$ cat src/rtl/glyph_addr_gen.sv
// glyph_addr_gen: pipelined font-ROM line address generator with single-line and whole-glyph burst modes.
// Define GLYPH_ADDR_INVERT_EN to map MSB-set codes to inverse-video glyphs.
module glyph_addr_gen #(
    parameter int ASCII_WIDTH  = 8,
    parameter int ADDR_WIDTH   = 11,
    parameter int CHARA_HEIGHT = 11,
    parameter int FIRST_CODE   = 32,
    parameter int LAST_CODE    = 127,
    parameter int BAD_GLYPH    = 0
) (
    input  logic                   clk,
    input  logic                   rst,
    input  logic                   in_valid,
    output logic                   in_ready,
    input  logic [ASCII_WIDTH-1:0] in_ascii,
    input  logic [3:0]             in_line,
    input  logic                   in_burst,
    output logic                   out_valid,
    input  logic                   out_ready,
    output logic [ADDR_WIDTH-1:0]  out_addr,
    output logic [3:0]             out_line,
    output logic                   out_last,
    output logic                   out_bad,
    output logic                   out_invert
);
    typedef enum logic {IDLE, BURST} state_t;
    state_t state, state_next;
    logic [ASCII_WIDTH-1:0] code;
    logic                   inv;
    logic [31:0]            code32, idx, base_full, addr_full;
    logic                   in_range, clamp, accept, adv;
    logic [3:0]             line_sel, nxt_line;
    logic [ADDR_WIDTH-1:0]  base;
`ifdef GLYPH_ADDR_INVERT_EN
    assign code = {1'b0, in_ascii[ASCII_WIDTH-2:0]};
    assign inv  = in_ascii[ASCII_WIDTH-1];
`else
    assign code = in_ascii;
    assign inv  = 1'b0;
`endif
    always_comb begin
        code32    = 32'(code);
        in_range  = (code32 >= 32'(FIRST_CODE)) && (code32 <= 32'(LAST_CODE));
        idx       = in_range ? code32 - 32'(FIRST_CODE) : 32'(BAD_GLYPH);
        clamp     = !in_burst && (32'(in_line) >= 32'(CHARA_HEIGHT));
        line_sel  = in_burst ? 4'd0 : clamp ? 4'(CHARA_HEIGHT - 1) : in_line;
        base_full = idx * 32'(CHARA_HEIGHT);
        addr_full = base_full + 32'(line_sel);
        nxt_line  = out_line + 4'd1;
        adv       = out_valid && out_ready;
        // The final burst beat frees the input so a new request can follow with no bubble.
        in_ready  = (state == IDLE || out_last) && (!out_valid || out_ready);
        accept    = in_valid && in_ready;
        state_next = accept ? ((in_burst && CHARA_HEIGHT > 1) ? BURST : IDLE)
                   : (state == BURST && adv && out_last) ? IDLE : state;
    end
    always_ff @(posedge clk or posedge rst) begin
        if (rst) state <= IDLE;
        else     state <= state_next;
    end
    always_ff @(posedge clk or posedge rst) begin
        if (rst) begin
            out_valid  <= 1'b0;
            out_addr   <= '0;
            out_line   <= '0;
            out_last   <= 1'b0;
            out_bad    <= 1'b0;
            out_invert <= 1'b0;
            base       <= '0;
        end else if (accept) begin
            out_valid  <= 1'b1;
            out_addr   <= addr_full[ADDR_WIDTH-1:0];
            out_line   <= line_sel;
            out_last   <= !in_burst || CHARA_HEIGHT == 1;
            out_bad    <= !in_range || clamp;
            out_invert <= inv;
            base       <= base_full[ADDR_WIDTH-1:0];
        end else if (state == BURST && adv && !out_last) begin
            out_line <= nxt_line;
            out_addr <= base + ADDR_WIDTH'(nxt_line);
            out_last <= nxt_line == 4'(CHARA_HEIGHT - 1);
        end else if (adv) begin
            out_valid <= 1'b0;
        end
    end
endmodule

$ cat config.mk
export PLATFORM = sky130hd
export DESIGN_NAME = glyph_addr_gen
export DESIGN_NICKNAME = d
export VERILOG_FILES = /design/src/rtl/glyph_addr_gen.sv
export SDC_FILE = /design/constraint.sdc
export NUM_CORES = 1
export LEC_CHECK = 0
export BUFFER_PORTS_ARGS = -buffer_cell sky130_fd_sc_hd__buf_2
export CORE_MARGIN = 2
export CORE_UTILIZATION = 50
export DETAILED_ROUTE_END_ITERATION = 8
export PLACE_DENSITY = 0.85
export SYNTH_ARGS = -nofsm -noshare
export SYNTH_HDL_FRONTEND = slang
export SYNTH_SLANG_ARGS = --single-unit
export TNS_END_PERCENT = 20
$ cat constraint.sdc
create_clock -name clk -period 2.15 [get_ports clk]
set_input_delay 0.1075 -clock clk [delete_from_list [all_inputs] [get_ports clk]]
set_output_delay 0.1075 -clock clk [all_outputs]
set_load 0.1 [all_outputs]
==> impl_metrics.tcl <==
set metrics [dict create \
    synth_cell_types 50 \
    hold_ws_ps 113.2 \
    ys_seq_elements 30 \
    synth_seq_area_share 0.2833 \
    cts_buffers 5 \
    synthesis.nets 360 \
    htree_levels 2 \
    grt_usage 0.2598 \
    rsz0062_at_grt "yes" \
    setup-violations-final 15 \
    fin_ws_ps -959.0 \
    dieArea_um2 5898 \
    vdd_drop_max_uv 1118 \
    path_cells "buf_12, inv_12, ha_4, ha_4, nor2_4, and2_4, ha_4, inv_1, fa_1, inv_2, ha_4, buf_4, nor2_2, a21oi_2, xor2_1, nand4_2, nor3b_2, xnor2_1, a21oi_1" \
    first_iter_violations 235 \
    synthTopCellsByArea "dfrtp_1 (28%), ha_1 (14%), fa_1 (6.0%)" \
    hpwl_mm 5.232 \
    synthFlopType "dfrtp_1" \
    cpLargestDelayFamily "adder cells" \
    crit_required_ps 2300 \
    crit_type "primary input to flop" \
    synth_edf_count 0 \
    layout_commonest_cell "buf_4" \
    totalWireLength_mm 7.775 \
    yosys_warnings 0 \
    start_util 0.5189 \
    antenna_found_initial 0 \
    max_freq_ghz 0.3216 \
    ant_nets 0 \
    min_path_type "primary input to flop" \
    reg2reg_to "out_addr[4]$_DFFE_PP0P_" \
    fillers 331 \
    hold_violations 0 \
    cellLeakagePower_nw 1.875 \
    worstPathMaxFanout 6 \
    cts-root-buf "clkbuf_8" \
    grt_overflow_total 0 \
    async_reset_ff_frac 1.000 \
    num_rows 26 \
    grt_pass1_wl_mm 12.39 \
    cp.arrival_ps 3260 \
    portBuffers 35 \
    syn_area_um2 2650 \
    dp.cells 455 \
    drtPass1Iterations 5 \
    yosysTopAreaCell "dfrtp_1" \
    worstHoldStart "in_valid" \
    worst-path-buf-inv 5 \
    period_share 1.446 \
    setup-tns-final_ps -9558 \
    die_w_um 76.80 \
    viasPerCell 5.538 \
    drcViolationCount 0 \
    synth_cells 305 \
    period_needed_ps 3109 \
    r2r_start "out_line[0]$_DFFE_PP0P_" \
    diodes 0 \
    critPathSlowestCell "fa_1" \
    area_growth_pct 43.30 \
    clk_latency_ps 290 \
    drv_slew 0 \
    fp.coreArea_um2 5107 \
    min_to "out_valid$_DFFE_PP0P_" \
    reg2reg_slack_ps -320 \
    cts_sinks 30 \
    clockBufferDepth 2 \
    crit_path_end_kind "flop" \
    layout-drive-gt1-share 0.4025 \
    yosysTopAreaCellShare 0.2833 \
    skew_ps 8.156 \
    path_clk_slew_ps 70 \
    syn_avg_cell_area_um2 8.689 \
    min_path_cells 2 \
    pin_count 37 \
    outcome "finished with violations" \
    place_congestion 0.8563 \
    grt_max_degree 31 \
    rr_worst_depth 10 \
    vias 2603 \
    total_power_mw 4.976 \
    grt_pass1_vias 2697 \
    timing.critical_path.mode_cell "ha_4" \
    slowest_delay_ps 430 \
    maxCapViolCount 0 \
    final_cells 470 \
    violations "setup timing" \
    routedWlPerCell_um 16.54 \
    chipHeight_um 76.80 \
    nets 455 \
    power_density_nw_per_um2 1310 \
    start_kind "primary input" \
    cts_tree "yes" \
    final_cell_mix "buf_4 (61), nand2_1 (37), buf_2 (33)" \
    fin_util 0.7435 \
]
==> final cells by class <==
type / count / area (µm²) / share of cell area
Multi-Input combinational cell: 231 / 2051 / 0.5400
Inverter: 35 / 156.4 / 0.04119
Tap cell: 70 / 87.58 / 0.02306
Sequential cell: 30 / 750.7 / 0.1977
Timing Repair Buffer: 97 / 673.1 / 0.1773
Clock inverter: 2 / 10.01 / 0.002636
Clock buffer: 5 / 68.82 / 0.01812
==> how the worst max path moves through the flow <==
stage,from,end,cells past startpoint
finish,in_ascii[6],out_addr[10]$_DFFE_PP0P_,19
global route,in_ascii[6],out_addr[10]$_DFFE_PP0P_,19
CTS,in_ascii[6],out_addr[10]$_DFFE_PP0P_,18
detailed placement,in_ascii[6],out_addr[10]$_DFFE_PP0P_,18
global placement,in_ascii[6],out_addr[10]$_DFFE_PP0P_,18
floorplan,in_ascii[5],out_addr[10]$_DFFE_PP0P_,16
==> what timing repair did <==
action | 4_1_cts | 5_1_grt
hold buffers | 1 | 0
setup buffers | 5 | 2
pin swaps | 24 | 13
gates resized for setup | 30 | 11
setup endpoints to repair | 16 | 16
hold endpoints to repair | 30 | 0
==> logic make-up after synthesis <==
family,count (synthesis),synth area share
other,1,0.001415
flip-flops,30,0.2833
multiplexers,2,0.008026
AO/OA/AOI/OAI,62,0.1525
AND/OR/NAND/NOR,99,0.1851
XOR/XNOR,29,0.1039
adder cells (fa/ha/maj),38,0.2021
buffers and inverters,44,0.06374
==> power breakdown <==
group          switching, mW  internal (mW)  total (mW)
logic                   2.35           1.12        3.47
clock network          0.223          0.217       0.440
registers              0.234          0.835        1.07
==> cells in the mapped netlist, types with 2 or more instances <==
| library cell | count |
|---|---|
| xor2_1 | 13 |
| nor3b_1 | 5 |
| clkbuf_1 | 8 |
| nor2_1 | 20 |
| and2_1 | 8 |
| nor4_1 | 2 |
| nand3_1 | 7 |
| nand2_1 | 37 |
| dfrtp_1 | 30 |
| o22ai_1 | 4 |
| a211oi_1 | 4 |
| and3_1 | 3 |
| o21ai_0 | 14 |
| a21o_1 | 5 |
| nand2b_1 | 5 |
| a221o_1 | 2 |
| a21oi_1 | 17 |
| nor2b_1 | 6 |
| fa_1 | 8 |
| xnor2_1 | 14 |
| ha_1 | 30 |
| inv_1 | 35 |
==> routing by layer <==
layer | track usage | up-vias | share of wire
met4 | 0.1145 | 0 | 0.032
met3 | 0.03882 | 22 | 0.056
li1 | - | 1211 | -
met2 | 0.4684 | 115 | 0.53
met5 | 0 | - | 0
met1 | 0.3037 | 1255 | 0.38
==> registers in the layout, indices dropped and copies added (netlist names) <==
name / count
state: 1
out_addr: 11
out_valid: 1
out_last: 1
out_bad: 1
base: 11
out_line: 4
==> metrics by stage <==
step	instance area (µm²)	setup slack [ps]
final	3797	-959.0
after global routing	3797	-1145
after CTS	3726	-818.3
after detailed placement	3446	-1320
after global placement	3446	-1170
after floorplan	2815	-879.4
(Power assumes the default switching activity.)
